**config.mk**
```make
export PLATFORM = sky130hd
export DESIGN_NAME = motor_drive_sequencer
export DESIGN_NICKNAME = d
export VERILOG_FILES = /design/src/rtl/drive_pkg.sv /design/src/rtl/pwm_gen.sv /design/src/rtl/motor_drive_sequencer.sv
export SDC_FILE = /design/constraint.sdc
export NUM_CORES = 1
export LEC_CHECK = 0
export BUFFER_PORTS_ARGS = -buffer_cell sky130_fd_sc_hd__buf_4
export CORE_ASPECT_RATIO = 1.5
export CORE_UTILIZATION = 56
export CTS_CLUSTER_DIAMETER = 30
export DETAILED_ROUTE_END_ITERATION = 16
export PLACE_DENSITY = 0.76
export SYNTH_ARGS = -nofsm -noshare
export SYNTH_HDL_FRONTEND = slang
export SYNTH_HIERARCHICAL = 1
export SYNTH_SLANG_ARGS = --single-unit
```
**constraint.sdc**
```tcl
create_clock -name clk_50 -period 3.68 [get_ports clk_50]
set_input_delay 0.368 -clock clk_50 [delete_from_list [all_inputs] [get_ports clk_50]]
set_output_delay 0.368 -clock clk_50 [all_outputs]
set_load 0.01 [all_outputs]
```
**src/rtl/drive_pkg.sv**
```systemverilog
// rtl/drive_pkg.sv - drive command codes, sequencer states, duty constants and helpers
package drive_pkg;

  typedef enum logic [2:0] {
    DRV_STOP   = 3'b000,
    DRV_LEFT   = 3'b001,
    DRV_RIGHT  = 3'b010,
    DRV_SLOW   = 3'b011,
    DRV_MEDIUM = 3'b100,
    DRV_FAST   = 3'b101
  } drive_state_t;

  typedef enum logic [1:0] {
    SEQ_RUN   = 2'b00,
    SEQ_BRAKE = 2'b01,
    SEQ_DEAD  = 2'b10
  } seq_state_t;

  localparam logic [7:0] DUTY_TURN = 8'd96;
  localparam logic [7:0] DUTY_SLOW = 8'd64;
  localparam logic [7:0] DUTY_MED  = 8'd128;
  localparam logic [7:0] DUTY_FAST = 8'd192;

  typedef struct packed {
    logic       l_dir;
    logic [7:0] l_duty;
    logic       r_dir;
    logic [7:0] r_duty;
  } motor_tgt_t;

  // STOP and the unused codes keep the present directions so they never trigger a reversal
  function automatic motor_tgt_t decode_cmd(input logic [2:0] cmd, input logic cur_l_dir,
                                            input logic cur_r_dir);
    motor_tgt_t t;
    t = '{cur_l_dir, 8'd0, cur_r_dir, 8'd0};
    case (cmd)
      DRV_LEFT:   t = '{1'b0, DUTY_TURN, 1'b1, DUTY_TURN};
      DRV_RIGHT:  t = '{1'b1, DUTY_TURN, 1'b0, DUTY_TURN};
      DRV_SLOW:   t = '{1'b1, DUTY_SLOW, 1'b1, DUTY_SLOW};
      DRV_MEDIUM: t = '{1'b1, DUTY_MED, 1'b1, DUTY_MED};
      DRV_FAST:   t = '{1'b1, DUTY_FAST, 1'b1, DUTY_FAST};
      default:    t = '{cur_l_dir, 8'd0, cur_r_dir, 8'd0};
    endcase
    return t;
  endfunction

  function automatic logic [7:0] ramp_toward(input logic [7:0] cur, input logic [7:0] goal,
                                             input logic [7:0] step);
    logic [7:0] nxt;
    nxt = cur;
    if (goal > cur) begin
      nxt = (goal - cur > step) ? cur + step : goal;
    end else if (goal < cur) begin
      nxt = (cur - goal > step) ? cur - step : goal;
    end
    return nxt;
  endfunction

endpackage

```
**src/rtl/pwm_gen.sv**
```systemverilog
// rtl/pwm_gen.sv - prescaled 8-bit PWM counter with registered compare output
module pwm_gen #(
  parameter int PRESCALE = 4
) (
  input  logic       clk_50,
  input  logic       reset,
  input  logic [7:0] duty,
  input  logic       force_off,
  output logic       pwm
);

  logic [15:0] presc_cnt;
  logic [7:0]  cnt;

  always_ff @(posedge clk_50) begin
    if (reset) begin
      presc_cnt <= '0;
      cnt       <= '0;
      pwm       <= 1'b0;
    end else begin
      pwm <= !force_off && (cnt < duty);
      if (presc_cnt == 16'(PRESCALE - 1)) begin
        presc_cnt <= '0;
        cnt       <= cnt + 8'd1;
      end else begin
        presc_cnt <= presc_cnt + 16'd1;
      end
    end
  end

endmodule

```
**src/rtl/motor_drive_sequencer.sv**
```systemverilog
// rtl/motor_drive_sequencer.sv - ramped duty, brake/dead-time reversal sequencing for two H-bridges
module motor_drive_sequencer
  import drive_pkg::*;
#(
  parameter int PRESCALE  = 4,
  parameter int RAMP_TICK = 50000,
  parameter int RAMP_STEP = 8,
  parameter int DEADTIME  = 50000
) (
  input  logic       clk_50,
  input  logic       reset,
  input  logic [2:0] drive_state,
  output logic       left_pwm,
  output logic       right_pwm,
  output logic       left_dir,
  output logic       right_dir,
  output logic [7:0] left_duty,
  output logic [7:0] right_duty,
  output logic [1:0] seq_state,
  output logic       settled
);

  logic [2:0]  cmd_q;
  seq_state_t  state, state_nxt;
  logic [31:0] tick_cnt, dead_cnt, dead_nxt;
  logic        tick, l_mis, r_mis, mismatch, zero_tgt, latch_dirs;
  motor_tgt_t  tgt;
  logic [7:0]  l_goal, r_goal;

  assign tgt      = decode_cmd(cmd_q, left_dir, right_dir);
  assign l_mis    = (tgt.l_dir != left_dir) && (tgt.l_duty != 8'd0);
  assign r_mis    = (tgt.r_dir != right_dir) && (tgt.r_duty != 8'd0);
  assign mismatch = l_mis || r_mis;
  assign tick     = (tick_cnt == 32'(RAMP_TICK - 1));
  assign l_goal   = zero_tgt ? 8'd0 : tgt.l_duty;
  assign r_goal   = zero_tgt ? 8'd0 : tgt.r_duty;

  always_ff @(posedge clk_50) begin
    if (reset) begin
      state    <= SEQ_RUN;
      dead_cnt <= '0;
    end else begin
      state    <= state_nxt;
      dead_cnt <= dead_nxt;
    end
  end

  // A pending reversal already counts as braking so a ramp tick never pushes the wrong way
  always_comb begin
    state_nxt  = state;
    dead_nxt   = dead_cnt;
    zero_tgt   = 1'b0;
    latch_dirs = 1'b0;
    case (state)
      SEQ_RUN: begin
        if (mismatch) begin
          state_nxt = SEQ_BRAKE;
          zero_tgt  = 1'b1;
        end
      end
      SEQ_BRAKE: begin
        zero_tgt = 1'b1;
        if (!mismatch) begin
          state_nxt = SEQ_RUN;
        end else if (left_duty == 8'd0 && right_duty == 8'd0) begin
          state_nxt = SEQ_DEAD;
          dead_nxt  = 32'(DEADTIME - 1);
        end
      end
      SEQ_DEAD: begin
        zero_tgt = 1'b1;
        if (dead_cnt == 32'd0) begin
          state_nxt  = SEQ_RUN;
          latch_dirs = 1'b1;
        end else begin
          dead_nxt = dead_cnt - 32'd1;
        end
      end
      default: state_nxt = SEQ_RUN;
    endcase
  end

  always_ff @(posedge clk_50) begin
    if (reset) begin
      cmd_q      <= DRV_STOP;
      tick_cnt   <= '0;
      left_duty  <= '0;
      right_duty <= '0;
      left_dir   <= 1'b1;
      right_dir  <= 1'b1;
    end else begin
      cmd_q    <= drive_state;
      tick_cnt <= tick ? '0 : tick_cnt + 32'd1;
      if (tick) begin
        left_duty  <= ramp_toward(left_duty, l_goal, 8'(RAMP_STEP));
        right_duty <= ramp_toward(right_duty, r_goal, 8'(RAMP_STEP));
      end
      if (latch_dirs) begin
        left_dir  <= tgt.l_dir;
        right_dir <= tgt.r_dir;
      end
    end
  end

  assign seq_state = state;
  assign settled   = (state == SEQ_RUN) && (left_duty == tgt.l_duty) && (right_duty == tgt.r_duty)
                     && (left_dir == tgt.l_dir) && (right_dir == tgt.r_dir);

  pwm_gen #(.PRESCALE(PRESCALE)) u_pwm_left (
    .clk_50    (clk_50),
    .reset     (reset),
    .duty      (left_duty),
    .force_off (state == SEQ_DEAD),
    .pwm       (left_pwm)
  );

  pwm_gen #(.PRESCALE(PRESCALE)) u_pwm_right (
    .clk_50    (clk_50),
    .reset     (reset),
    .duty      (right_duty),
    .force_off (state == SEQ_DEAD),
    .pwm       (right_pwm)
  );

endmodule

```
Yosys cells after proc, flatten, opt, wreduce, memory -nomap -nowiden
Index checks and enable logic that the tools add are counted.
{ "word_totals": {"regBits": 137, "n_memories": 0, "elab_cells": 112, "ramBits": 0, "romBits": 0, "latchBits": 0} }
{ "op_classes": {"add_sub_neg": 14, "bitwise": 0, "div_mod_pow": 0, "magnitude_cmp": 10, "n_reduce_logical": 28, "shifts": 0, "mux": 24, "mul": 0, "n_eq_ne": 22} }
{ "op_table": {"columns": ["op", "n"], "rows": [
  ["32-bit 2-to-1 mux", 3],
  ["18-bit case mux with 5 select lines", 1],
  ["8-bit 2-to-1 mux", 10],
  ["32-bit case mux with 2 select lines", 1],
  ["16-bit by 1-bit adder with 16-bit output (second input constant)", 2],
  ["32-bit by 1-bit adder with 32-bit output (second input constant)", 1],
  ["16-bit by 2-bit equality test with 1-bit output (second input constant)", 2],
  ["32-bit by 16-bit equality test with 1-bit output (second input constant)", 1],
  ["8-bit by 4-bit greater-than comparator with 1-bit output (second input constant)", 4],
  ["32-bit logical NOT", 1],
  ["8-bit < comparator", 4],
  ["32-bit by 1-bit subtractor with 32-bit output (second input constant)", 1],
  ["8-bit subtractor", 4],
  ["8-bit by 1-bit adder with 8-bit output (second input constant)", 2],
  ["8-bit by 4-bit adder with 8-bit output (second input constant)", 2],
  ["8-bit equality test", 2],
  ["8-bit greater-than comparator", 2],
  ["8-bit logical NOT", 2],
  ["8-bit nonzero test", 2],
  ["8-bit by 4-bit subtractor with 8-bit output (second input constant)", 2],
  ["2-bit != test (second input constant)", 5],
  ["1-bit logical AND", 9],
  ["2-bit 2-to-1 mux", 4],
  ["2-bit OR reduction", 4],
  ["18 further kinds", 27]
]} }

Depth between registers and ports, before layout
{ "depth": {"word_depth": 13, "depth_mapped": 13} }

Cells and area by module
The synthesis kept the hierarchy.
{ "modules_own_cells": {"columns": ["module", "area_per_inst_um2", "cells_per_inst", "n_inst"], "rows": [
  ["motor_drive_sequencer", 4837.1, 581, 1],
  ["pwm_gen", 1315.0, 149, 2]
]} }

Worst setup path before layout
No wires, ideal clock.
{ "synth_timing": {"kind": "register to register", "from": "register cmd_q[1]", "to": "register left_duty[5]", "stages_incl_launch_ff": 14, "path_buffers": 1, "t_arrival_ps": 3367, "synth_period_minus_slack_ps": 3506, "slack_ps": 174, "required_ps": 3541, "cell_sequence": "dfxtp_1 -> clkbuf_1 -> nand2b_1 -> o311ai_0 -> and4b_1 -> nor2_1 -> inv_1 -> ha_1 -> a21oi_1 -> nand2_1 -> xor2_1 -> o41ai_1 -> o22a_1 -> a31oi_1"} }
{ "synth_between": {"elab_chain_cells": 13, "word_cells_on_any_way": 28, "classes_between": "add/sub: 2; order compare: 4; eq/ne: 7; mux: 8; reduce/logical: 7"} }
{ "synth_rtl": {"columns": ["element", "line_no", "rtl"], "rows": [
  ["start, declared", "motor_drive_sequencer.sv:23", "logic [2:0] cmd_q;"],
  ["start signal, assigned", "motor_drive_sequencer.sv:92", "cmd_q <= drive_state;"],
  ["3-bit equality test (tied with other cells)", "drive_pkg.sv:36", "case (cmd)"],
  ["18-bit case mux with 5 select lines *", "drive_pkg.sv:36", null],
  ["8-bit nonzero test (tied with other cells)", "motor_drive_sequencer.sv:31", "assign l_mis = (tgt.l_dir != left_dir) && (tgt.l_duty != 8'd0);"],
  ["1-bit logical AND (on tied branches)", "motor_drive_sequencer.sv:31, motor_drive_sequencer.sv:32", null],
  ["1-bit logical OR", "motor_drive_sequencer.sv:33", "assign mismatch = l_mis || r_mis;"],
  ["1-bit 2-to-1 mux", "motor_drive_sequencer.sv:56", "if (mismatch) begin"],
  ["1-bit case mux with 2 select lines", "motor_drive_sequencer.sv:54", "case (state)"],
  ["8-bit 2-to-1 mux *", "motor_drive_sequencer.sv:35", "assign l_goal = zero_tgt ? 8'd0 : tgt.l_duty;"],
  ["8-bit subtractor", "drive_pkg.sv:54", "nxt = (cur - goal > step) ? cur - step : goal;"],
  ["8-bit by 4-bit greater-than comparator with 1-bit output", "drive_pkg.sv:54", null],
  ["8-bit 2-to-1 mux", "drive_pkg.sv:54", null],
  ["8-bit 2-to-1 mux", "drive_pkg.sv:53", "end else if (goal < cur) begin"],
  ["8-bit 2-to-1 mux", "drive_pkg.sv:51", "if (goal > cur) begin"],
  ["end signal, assigned", "motor_drive_sequencer.sv:95", "left_duty <= ramp_toward(left_duty, l_goal, 8'(RAMP_STEP));"],
  ["end, declared", "motor_drive_sequencer.sv:17", "output logic [7:0] left_duty,"]
]} }
Mark *: on every way between the ends. The rest lies on a longest branch, timed or not. The select of a mux whose other input is x is not followed.
A chain may end at the register's enable or synchronous reset.

Worst setup path after layout
{ "layout_timing": {"from": "register cmd_q[0]", "to": "register right_duty[5]"} }
{ "layout_between": {"elab_chain_cells": 13, "word_cells_on_any_way": 28, "classes_between": "add/sub: 2; order compare: 4; eq/ne: 7; mux: 8; reduce/logical: 7"} }
{ "layout_rtl": {"columns": ["element", "line_no", "rtl"], "rows": [
  ["3-bit equality test (tied with other cells)", "drive_pkg.sv:36", null],
  ["18-bit case mux with 5 select lines *", "drive_pkg.sv:36", null],
  ["8-bit nonzero test (tied with other cells)", "motor_drive_sequencer.sv:31", null],
  ["1-bit logical AND (on tied branches)", "motor_drive_sequencer.sv:31, motor_drive_sequencer.sv:32", null],
  ["1-bit logical OR", "motor_drive_sequencer.sv:33", null],
  ["1-bit 2-to-1 mux", "motor_drive_sequencer.sv:56", null],
  ["1-bit case mux with 2 select lines", "motor_drive_sequencer.sv:54", null],
  ["8-bit 2-to-1 mux *", "motor_drive_sequencer.sv:36", "assign r_goal = zero_tgt ? 8'd0 : tgt.r_duty;"],
  ["8-bit subtractor", "drive_pkg.sv:54", null],
  ["8-bit by 4-bit greater-than comparator with 1-bit output", "drive_pkg.sv:54", null],
  ["8-bit 2-to-1 mux", "drive_pkg.sv:54", null],
  ["8-bit 2-to-1 mux", "drive_pkg.sv:53", null],
  ["8-bit 2-to-1 mux", "drive_pkg.sv:51", null],
  ["end signal, assigned", "motor_drive_sequencer.sv:96", "right_duty <= ramp_toward(right_duty, r_goal, 8'(RAMP_STEP));"],
  ["end, declared", "motor_drive_sequencer.sv:18", "output logic [7:0] right_duty,"]
]} }
Marked as above.

==> flow_summary.json <==
{
  "status": "complete, no violations",
  "synth_top_area_share": 0.351,
  "finalWorstSetupSlack_ns": 0.466,
  "post-route-drc-count": 0,
  "arrival_ns": 3.47,
  "grt_max_degree": 44,
  "worstSetupPathType": "flop to flop",
  "clk_latency_ns": 0.42,
  "seq_area_frac_synth": 0.351,
  "r2r_cells": 11,
  "first_pass_iters": 5,
  "grt_use_total": 0.237,
  "cts_made_buffers": 17,
  "nets": 950,
  "gp_congestion": 0.855,
  "end_kind": "flop",
  "postCtsSetupBuffers": 0,
  "synth_edf_count": 0,
  "rrSetupSlack_ns": 0.47,
  "tightest_slew_ns": 0.808,
  "pin_count": 28,
  "synth_most_common_cell": "dfxtp_1",
  "cts-root-buf": "clkbuf_16",
  "finalSetupViolations": 0,
  "cts_buffer_depth": 2,
  "wl_um": 15300,
  "drive_above_1_share": 0.0985,
  "drtIter0Drc": 228,
  "rr_startpoint": "cmd_q[0]$_SDFF_PP0_",
  "hold_buffers": 0,
  "ant_nets": 0,
  "hp-class": "input pin to flop",
  "grt_first_pass_wirelength_um": 26000,
  "clock-sinks": 131,
  "synth-seq-cells": 131,
  "p_per_area_mw_per_mm2": 493,
  "syn_area_sq_mm": 0.00747,
  "rsz0062_at_grt": "no",
  "synth_flop_cell": "dfxtp_1",
  "yosysWarnings": 6,
  "syn_area_per_cell_sq_um": 8.50,
  "synth_area_leader_cell": "dfxtp_1",
  "n_antenna_cell": 0,
  "finalClockSkew_ns": 0.0125,
  "rr_endpoint": "right_duty[5]$_SDFFE_PP0P_",
  "fin_tns_setup_ns": 0,
  "antenna_found_initial": 0,
  "hold_slack_ns": 0.173,
  "max_cap_viol_count": 0,
  "areaGrowthSynthToFinish_pct": 12.6,
  "ys_types": 71,
  "holdPathStages": 2,
  "wire_per_inst_um": 14.3,
  "cp.required_ns": 3.94,
  "final_hold_viol_count": 0,
  "pre_cts_slack_ns": 0.348,
  "row_count": 51,
  "ys_top_cells_by_count": "dfxtp_1, nor2_1, xnor2_1",
  "die_area_sq_mm": 0.0138,
  "min_from": "drive_state[0]",
  "fmax_mhz": 311,
  "postSynth.asyncResetShare": 0,
  "htreeDepth": 4,
  "vias": 6144,
  "postPlaceCellArea_sq_mm": 0.00775,
  "slew-limit-headroom": 0.460,
  "syn_inst": 879,
  "cts_resized": 0,
  "numPortBuffers": 21,
  "tritoncts": "built",
  "synthTopCellsByArea": "dfxtp_1, xnor2_1, ha_1",
  "critPathLaunchType": "flop",
  "leakagePower_nw": 3.10,
  "fillers": 1122,
  "place_hpwl_um": 10600,
  "grt_pass1_vias": 5888,
  "hold_end": "cmd_q[0]$_SDFF_PP0_",
  "design_area_sq_mm": 0.00840,
  "peakVddDrop_mv": 0.277,
  "path_clk_slew_ns": 0.06,
  "start_util": 0.574,
  "grt-ovfl-total": 0,
  "period_share": 0.873,
  "fin_crit_ns": 3.21,
  "core_region_area_sq_mm": 0.0130,
  "die_h_um": 143,
  "report.final.slew_viol_count": 0,
  "die_w_um": 96.3,
  "vias_per_cell": 5.73,
  "path_max_fanout": 8
}
-- power by group --
part / leakage (nW) / internal (mW) / switching, mW
clock: 0.306 / 1.19 / 0.637
combinational: 1.74 / 0.323 / 0.453
sequential: 1.06 / 1.48 / 0.0609
-- layout make-up --
| type | instances | area (sq um) | area share |
|---|---|---|---|
| inverters | 42 | 158 | 0.0188 |
| multi-input cells | 678 | 4550 | 0.541 |
| repair buffers | 31 | 233 | 0.0277 |
| well taps | 159 | 199 | 0.0237 |
| clock inverters | 11 | 174 | 0.0207 |
| flip-flops and latches | 131 | 2620 | 0.312 |
| clock buffers | 21 | 470 | 0.0560 |
-- worst max-delay path, cell delays in order, from the launching register on --
cell and delay (ns):
dfxtp_1 0.45, inv_1 0.07, o311ai_1 0.41, and4b_1 0.31, nor2_1 0.09, ha_1 0.36, and2_1 0.21, a221oi_1 0.33
mux2i_1 0.16, o21bai_1 0.34, a2bb2oi_1 0.24, a31oi_1 0.10
-- state kept, by name, summed over array words and instances, names as in the netlist --
signal / count
left_dir: 1
u_pwm_left/presc_cnt: 16
u_pwm_left/pwm: 1
right_duty: 5
cmd_q: 3
u_pwm_right/cnt: 8
tick_cnt: 32
seq_state: 2
u_pwm_right/pwm: 1
u_pwm_right/presc_cnt: 16
dead_cnt: 32
left_duty: 5
right_dir: 1
u_pwm_left/cnt: 8
-- worst max path at each step --
stage / startpoint / to / cells after the start
global placement: cmd_q[0]$_SDFF_PP0_ / left_duty[4]$_SDFFE_PP0P_ / 13
global route: cmd_q[0]$_SDFF_PP0_ / right_duty[5]$_SDFFE_PP0P_ / 11
floorplan: cmd_q[1]$_SDFF_PP0_ / left_duty[5]$_SDFFE_PP0P_ / 13
detailed placement: cmd_q[0]$_SDFF_PP0_ / right_duty[7]$_SDFFE_PP0P_ / 11
finish: cmd_q[0]$_SDFF_PP0_ / right_duty[5]$_SDFFE_PP0P_ / 11
CTS: cmd_q[0]$_SDFF_PP0_ / left_duty[6]$_SDFFE_PP0P_ / 12
-- cells in the final DEF (no fill, tap or decap), types with 5 or more instances in the layout --
master,Yosys,final
buf_4,10,31
o21a_1,5,5
nand2_1,45,45
o21ai_0,16,16
xor2_1,33,33
ha_1,42,42
a21o_1,5,5
nor4b_1,7,7
nand2b_1,6,6
a21oi_1,30,30
and4_1,7,7
dfxtp_1,131,131
or3_2,5,5
inv_1,42,42
nor2_1,122,122
nand4_1,25,25
or3_1,8,8
xnor2_1,70,70
nand3_1,43,43
nor2b_1,16,16
and2_1,7,7
nor3_1,30,30
a211oi_1,5,5
conb_1,1,12
nor4_1,31,31
or4_1,16,16
clkbuf_16,0,17
a31oi_1,8,8
o31ai_1,5,5
and3_1,9,9
-- cell families (layout without fill, tap and decap cells) --
group,after synthesis,in the layout,share of synthesized area
AO/OA/AOI/OAI,105,105,0.0948
flip-flops,131,131,0.351
multiplexers,9,9,0.0129
buffers and inverters,81,105,0.0471
AND/OR/NAND/NOR,405,405,0.297
other,1,12,0.000502
XOR/XNOR,103,103,0.121
adder cells (fa/ha/maj),44,44,0.0757
-- layer usage --
layer / global-route usage / routed length (um)
met5: 0 / 0
met3: 0.0492 / 452
met1: 0.259 / 6670
met2: 0.423 / 7740
met4: 0.122 / 470
-- metrics by stage --
stage	power (mW)	std cells	util
2_1_floorplan	2.18	890	-
3_3_place_gp	2.32	1041	0.596
3_5_place_dp	2.33	1041	0.596
4_1_cts	4.17	1073	0.645
5_1_grt	4.34	1073	0.646
6_report	4.15	1073	0.646
No activity file was read; power rests on OpenSTA's default activity.
